$ cat config.mk
export PLATFORM = sky130hd
export DESIGN_NAME = ram_w_store_unit
export DESIGN_NICKNAME = d
export VERILOG_FILES = /design/src/rtl/ram_pkg.sv /design/src/rtl/ram_w_data_align.sv /design/src/rtl/ram_w_store_unit.sv
export SDC_FILE = /design/constraint.sdc
export NUM_CORES = 1
export LEC_CHECK = 0
export BUFFER_PORTS_ARGS = -buffer_cell sky130_fd_sc_hd__buf_2
export CAP_MARGIN = 5
export CORE_ASPECT_RATIO = 1.25
export CORE_MARGIN = 2
export CORE_UTILIZATION = 42
export DETAILED_ROUTE_END_ITERATION = 6
export PLACE_DENSITY = 0.74
export SYNTH_ARGS = -nofsm -noshare
export SYNTH_HDL_FRONTEND = slang
export SYNTH_SLANG_ARGS = --single-unit
$ cat constraint.sdc
create_clock -name clk -period 4.4 [get_ports clk]
set_clock_uncertainty 0.15 [all_clocks]
set_input_delay 0.88 -clock clk [delete_from_list [all_inputs] [get_ports clk]]
set_output_delay 0.88 -clock clk [all_outputs]
set_load 0.005 [all_outputs]
$ cat src/rtl/ram_pkg.sv
// Shared definitions for the RAM store path: size encodings, lane masks and
// the store-buffer entry layout.
package ram_pkg;

    // Widest address an entry can hold; the store unit's AW must not exceed it.
    localparam int RAM_AW = 32;

    localparam logic [1:0] SZ_BYTE = 2'b00;
    localparam logic [1:0] SZ_HALF = 2'b01;
    localparam logic [1:0] SZ_WORD = 2'b10;
    localparam logic [1:0] SZ_RSVD = 2'b11;

    localparam logic [3:0] MASK_W  = 4'b1111;
    localparam logic [3:0] MASK_H0 = 4'b1100;
    localparam logic [3:0] MASK_H2 = 4'b0011;

    // One buffered RAM write: word address, lane-arranged data, lane mask.
    typedef struct packed {
        logic [RAM_AW-1:0] addr;
        logic [31:0]       data;
        logic [3:0]        mask;
    } entry_t;

    // Byte offset k selects mask bit 3-k.
    function automatic logic [3:0] byte_mask(input logic [1:0] offset);
        return 4'b1000 >> offset;
    endfunction

endpackage

$ cat src/rtl/ram_w_data_align.sv
// Combinational lane encoder: places a right-justified little-endian store
// value into the RAM's byte lanes and produces the matching write mask.
// Misaligned offsets are encoded as if aligned down; the caller decides
// whether such a request is written or dropped.
module ram_w_data_align
    import ram_pkg::*;
(
    input  logic [1:0]  size,
    input  logic [1:0]  offset,
    input  logic [31:0] value,
    output logic [31:0] data,
    output logic [3:0]  mask,
    output logic        misaligned
);

    // Lane/mask selection by access size and byte offset.
    always_comb begin
        data       = '0;
        mask       = '0;
        misaligned = 1'b0;
        case (size)
            SZ_BYTE: begin
                mask = byte_mask(offset);
                case (offset)
                    2'd0:    data[31:24] = value[7:0];
                    2'd1:    data[23:16] = value[7:0];
                    2'd2:    data[15:8]  = value[7:0];
                    default: data[7:0]   = value[7:0];
                endcase
            end
            SZ_HALF: begin
                misaligned = offset[0];
                if (!offset[1]) begin
                    data[31:24] = value[7:0];
                    data[23:16] = value[15:8];
                    mask        = MASK_H0;
                end else begin
                    data[15:8] = value[7:0];
                    data[7:0]  = value[15:8];
                    mask       = MASK_H2;
                end
            end
            SZ_WORD: begin
                misaligned = |offset;
                data       = {value[7:0], value[15:8], value[23:16], value[31:24]};
                mask       = MASK_W;
            end
            default: begin
                data = '0;
                mask = '0;
            end
        endcase
    end

endmodule

$ cat src/rtl/ram_w_store_unit.sv
// Store buffer in front of the data RAM write port. Legal store requests are
// lane-encoded and queued in a DEPTH-entry FIFO; the head entry drives the
// RAM write interface. Also reports loads that hit a pending store word.
// Optional feature macro: RAM_W_MISALIGN_CHK_EN (drop misaligned requests and
// pulse st_fault_o instead of aligning them down).
//
// Handshakes: a transfer happens on a rising edge where valid and ready are
// both high; a valid side holds its payload stable until that edge. On the
// store side st_ready_o depends only on registered state (and rst); on the RAM
// side ram_w_en_o is the valid and ram_w_ready_i the ready.
module ram_w_store_unit
    import ram_pkg::*;
#(
    parameter int DEPTH = 2,
    parameter int AW    = 32
) (
    input  logic          clk,
    input  logic          rst,
    input  logic          st_valid_i,
    output logic          st_ready_o,
    input  logic [AW-1:0] st_addr_i,
    input  logic [31:0]   st_data_i,
    input  logic [1:0]    st_size_i,
    output logic          st_fault_o,
    output logic          ram_w_en_o,
    input  logic          ram_w_ready_i,
    output logic [AW-1:0] ram_w_addr_o,
    output logic [31:0]   ram_w_data_o,
    output logic [3:0]    ram_w_mask_o,
    input  logic [AW-1:0] ld_addr_i,
    output logic          st_pend_hit_o,
    output logic          st_empty_o
);

`ifdef RAM_W_MISALIGN_CHK_EN
    localparam bit MISALIGN_CHK = 1'b1;
`else
    localparam bit MISALIGN_CHK = 1'b0;
`endif

    localparam int PW = (DEPTH > 1) ? $clog2(DEPTH) : 1;

    entry_t           mem [DEPTH];
    logic [DEPTH-1:0] vld;
    logic [DEPTH-1:0] vld_next;
    logic [PW-1:0]    wr_ptr;
    logic [PW-1:0]    rd_ptr;
    logic             full;
    logic             accept;
    logic             legal;
    logic             push;
    logic             pop;
    logic             misaligned;
    logic [31:0]      enc_data;
    logic [3:0]       enc_mask;
    logic [AW-1:0]    hit_addr;
    entry_t           head;

    ram_w_data_align u_align (
        .size       (st_size_i),
        .offset     (st_addr_i[1:0]),
        .value      (st_data_i),
        .data       (enc_data),
        .mask       (enc_mask),
        .misaligned (misaligned)
    );

    assign full       = &vld;
    assign st_ready_o = !full && !rst;
    assign st_empty_o = ~|vld;
    assign accept     = st_valid_i && st_ready_o;
    // Reserved size never writes; misalignment only drops with checking on.
    assign legal      = (st_size_i != SZ_RSVD) && !(MISALIGN_CHK && misaligned);
    assign push       = accept && legal;
    assign head       = mem[rd_ptr];
    assign ram_w_en_o = vld[rd_ptr];
    assign pop        = ram_w_en_o && ram_w_ready_i;

    // Outputs read zero when nothing is pending so idle values match reset.
    assign ram_w_addr_o = ram_w_en_o ? AW'(head.addr) : '0;
    assign ram_w_data_o = ram_w_en_o ? head.data : '0;
    assign ram_w_mask_o = ram_w_en_o ? head.mask : '0;

    // Next occupancy: clear the popped slot, set the pushed slot.
    always_comb begin
        vld_next = vld;
        if (pop) begin
            vld_next[rd_ptr] = 1'b0;
        end
        if (push) begin
            vld_next[wr_ptr] = 1'b1;
        end
    end

    // FIFO storage and pointers; pointers wrap naturally since DEPTH is 2^n.
    always_ff @(posedge clk) begin
        if (rst) begin
            vld    <= '0;
            wr_ptr <= '0;
            rd_ptr <= '0;
            for (int i = 0; i < DEPTH; i++) begin
                mem[i] <= '0;
            end
        end else begin
            vld <= vld_next;
            if (push) begin
                mem[wr_ptr] <= '{addr: RAM_AW'({st_addr_i[AW-1:2], 2'b00}),
                                 data: enc_data,
                                 mask: enc_mask};
                wr_ptr      <= wr_ptr + PW'(1);
            end
            if (pop) begin
                rd_ptr <= rd_ptr + PW'(1);
            end
        end
    end

    // Load/store word-match over registered entries only.
    always_comb begin
        st_pend_hit_o = 1'b0;
        hit_addr      = '0;
        for (int i = 0; i < DEPTH; i++) begin
            hit_addr = AW'(mem[i].addr);
            if (vld[i] && (((hit_addr ^ ld_addr_i) >> 2) == '0)) begin
                st_pend_hit_o = 1'b1;
            end
        end
    end

`ifdef RAM_W_MISALIGN_CHK_EN
    logic fault;

    // One-cycle pulse after an accepted request is rejected.
    always_ff @(posedge clk) begin
        if (rst) begin
            fault <= 1'b0;
        end else begin
            fault <= accept && !legal;
        end
    end

    assign st_fault_o = fault;
`else
    assign st_fault_o = 1'b0;
`endif

endmodule
==> impl_metrics.yaml <==
grt:
  antenna_found_initial: 2
  grt_usage: 0.198
  grt_max_degree: 42
  grt_pass1_vias: 5176
  grt_pass1_wl_um: 26500
  globalRouteOverflowTotal: 0
setup_path:
  cp-start-kind: "input pin"
  cp_top_family: "simple AND/OR/NAND/NOR gates"
  r2r_start: "vld[1]$_SDFF_PP0_"
  worstPathArrival_ns: 2.21
  end_kind: "primary output"
  r2r_cells: 5
  cp.required_ns: 3.37
  slowest_stage: "or4_1"
  crit_start: "ld_addr_i[2]"
  rr_endpoint: "mem[1][10]$_SDFFCE_PN0P_"
  cp_num_cells: 6
  r2r_setup_slack_ns: 2.30
  crit_type: "in2out"
  cp_cell_sequence: "buf_2, xnor2_1, nand4_1, or4_1, o22ai_1, buf_2"
  path_max_fanout: 2
  critPathBufInv: 2
  critPathMostFrequentCell: "buf_2"
  slowest_delay_ns: 0.51
timing:
  relSlewSlack: 0.214
  rsz0062_at_grt: "false"
  finalCritPeriodShare: 0.737
  slew_viol_final: 0
  whs_ns: 0.346
  max_clock_freq_mhz: 309
  period_minus_slack_ns: 3.24
  finalSetupTns_ns: 0
  setup_viol: 0
  setup_slack_ns: 1.16
  worst_pin_slew_ns: 1.16
  hold_viol_final: 0
power:
  netSwitchingPower_mw: 0.749
  comb_power_share: 0.099
  ir_worst_vdd_mv: 0.273
  p_int_mw: 2.59
  p_leak_nw: 3.41
  powerDensity_mw_per_mm2: 385
  seq_power_share: 0.464
  power_mw: 3.34
  p_clk_frac: 0.437
  p_sw_frac: 0.224
clock_tree:
  path_clk_slew_ns: 0.06
  post-cts-setup-buffer-count: 0
  clockBufferDepth: 2
  cts.htree.levels: 4
  numCtsBuffers: 17
  hold_buffers: 0
  cts-resized-gates: 0
  cts_tree: "yes"
  clk-insertion-delay-late_ns: 0.41
  numClockSinks: 137
  root_buffer: "clkbuf_16"
route:
  via_per_inst: 5.09
  remaining_drc_errors: 0
  first_iter_violations: 288
  via_count: 5016
  avgRoutedWirePerCell_um: 17.8
  wl_um: 17500
  ant_nets: 0
  dr.pass1.iters: 5
placed_design:
  place.detailed.hpwl_um: 12500
  gp_congestion: 0.850
  placedCellCount: 953
  port_buffers: 169
  place_ws_ns: 1.12
  place_area_sq_mm: 0.00807
die:
  die_area_sq_mm: 0.0178
  ios: 175
  fp.dieW_um: 120
  core-area_sq_mm: 0.0163
  die_h_um: 148
  start_util: 0.431
  num_rows: 52
min_path:
  worstHoldPathType: "reg2reg"
  whs_path_depth: 2
  min_from: "wr_ptr$_SDFFE_PP0N_"
  min_to: "wr_ptr$_SDFFE_PP0N_"
synthesis:
  syn_inst: 590
  async_reset_ff_frac: 0
  syn-cell-area_sq_mm: 0.00701
  synth-edff-count: 132
  syn_avg_cell_area_sq_um: 11.9
  ys_seq_elements: 137
  synth_ff_type: "edfxtp_1"
  ys_warn_count: 0
  ys_seq_area_frac: 0.579
  synth_cell_types: 37
cells_and_area:
  final_common_cell: "buf_2"
  area_growth_pct: 23.8
  drive_above_1_share: 0.287
  final_cell_mix: "169 x buf_2, 132 x edfxtp_1, 128 x nor2_1, 76 x and2_1, 66 x mux2i_1"
  fin_cells: 986
  finalNetCount: 858
  utilization: 0.534
  final_area_sq_mm: 0.00868
flow_run:
  cap_violations: 0
status:
  outcome: "complete, no violations"
## state kept, by name (all words and copies together), names as in the netlist, named ones only
signal,count
wr_ptr,1
rd_ptr,1
mem,132
vld,2
## cell type report
cell class                      instances  area, sq um
Fill cell                            1449         7590
Sequential cell                       137         4070
Tap cell                              216          270
Clock buffer                           19          433
Multi-Input combinational cell        415         2780
Antenna cell                            1         2.50
Clock inverter                         13          178
Inverter                                4         15.0
Timing Repair Buffer                  181          936
## power by group through the flow
stage,logic (mW),clock network (mW),registers (mW)
after floorplan,0.196,0,1.56
after global placement,0.330,0,1.57
after detailed placement,0.334,0,1.58
after CTS,0.335,1.48,1.55
after global routing,0.362,1.54,1.56
final,0.331,1.46,1.55
## tightest hold or removal path, delay by kind of cell (launching register included)
family / cells / cell delay [ns]
flip-flops: 1 / 0.33
AO/OA/AOI/OAI: 1 / 0.05
AND/OR/NAND/NOR: 1 / 0.06
## cells by family after synthesis
kind of cell,after synthesis,synth area share
buffers and inverters,40,0.0280
DFF,137,0.579
AOI/OAI and AO/OA,44,0.0451
xor gates and xnor gates,60,0.0749
and+or+nand+nor,241,0.176
other,1,0.000535
muxes,67,0.0956
## worst max path at each step
stage,end,slack [ns]
6_report,st_pend_hit_o,1.16
4_1_cts,st_pend_hit_o,1.11
2_1_floorplan,mem[0][0]$_SDFFCE_PN0P_,0.70
3_5_place_dp,st_pend_hit_o,1.12
5_1_grt,st_pend_hit_o,1.12
3_3_place_gp,st_pend_hit_o,1.16
## per-layer routing
| metal | GRT usage | routed length, um |
|---|---|---|
| met2 | 0.366 | 9380 |
| met4 | 0.0665 | 229 |
| met5 | 0 | 10 |
| met3 | 0.0537 | 1150 |
| met1 | 0.220 | 6730 |
## synthesized netlist by cell type, drive strengths merged, types with 2 or more instances
library cell,number,share of area
nor3b,3,0.0080
a22oi,16,0.017
nor3,3,0.0029
nand2,4,0.0021
o21ai,2,0.0014
and2,76,0.068
dfxtp,5,0.014
or4,2,0.0021
buf,23,0.018
nor4,6,0.0054
a311oi,2,0.0025
nor2,128,0.069
nand4,12,0.012
inv,4,0.0021
mux2i,67,0.096
xor2,30,0.037
a22o,8,0.010
clkbuf,13,0.0080
xnor2,30,0.037
a21oi,14,0.012
nand2b,3,0.0027
edfxtp,132,0.57
(Power assumes the default switching activity.)
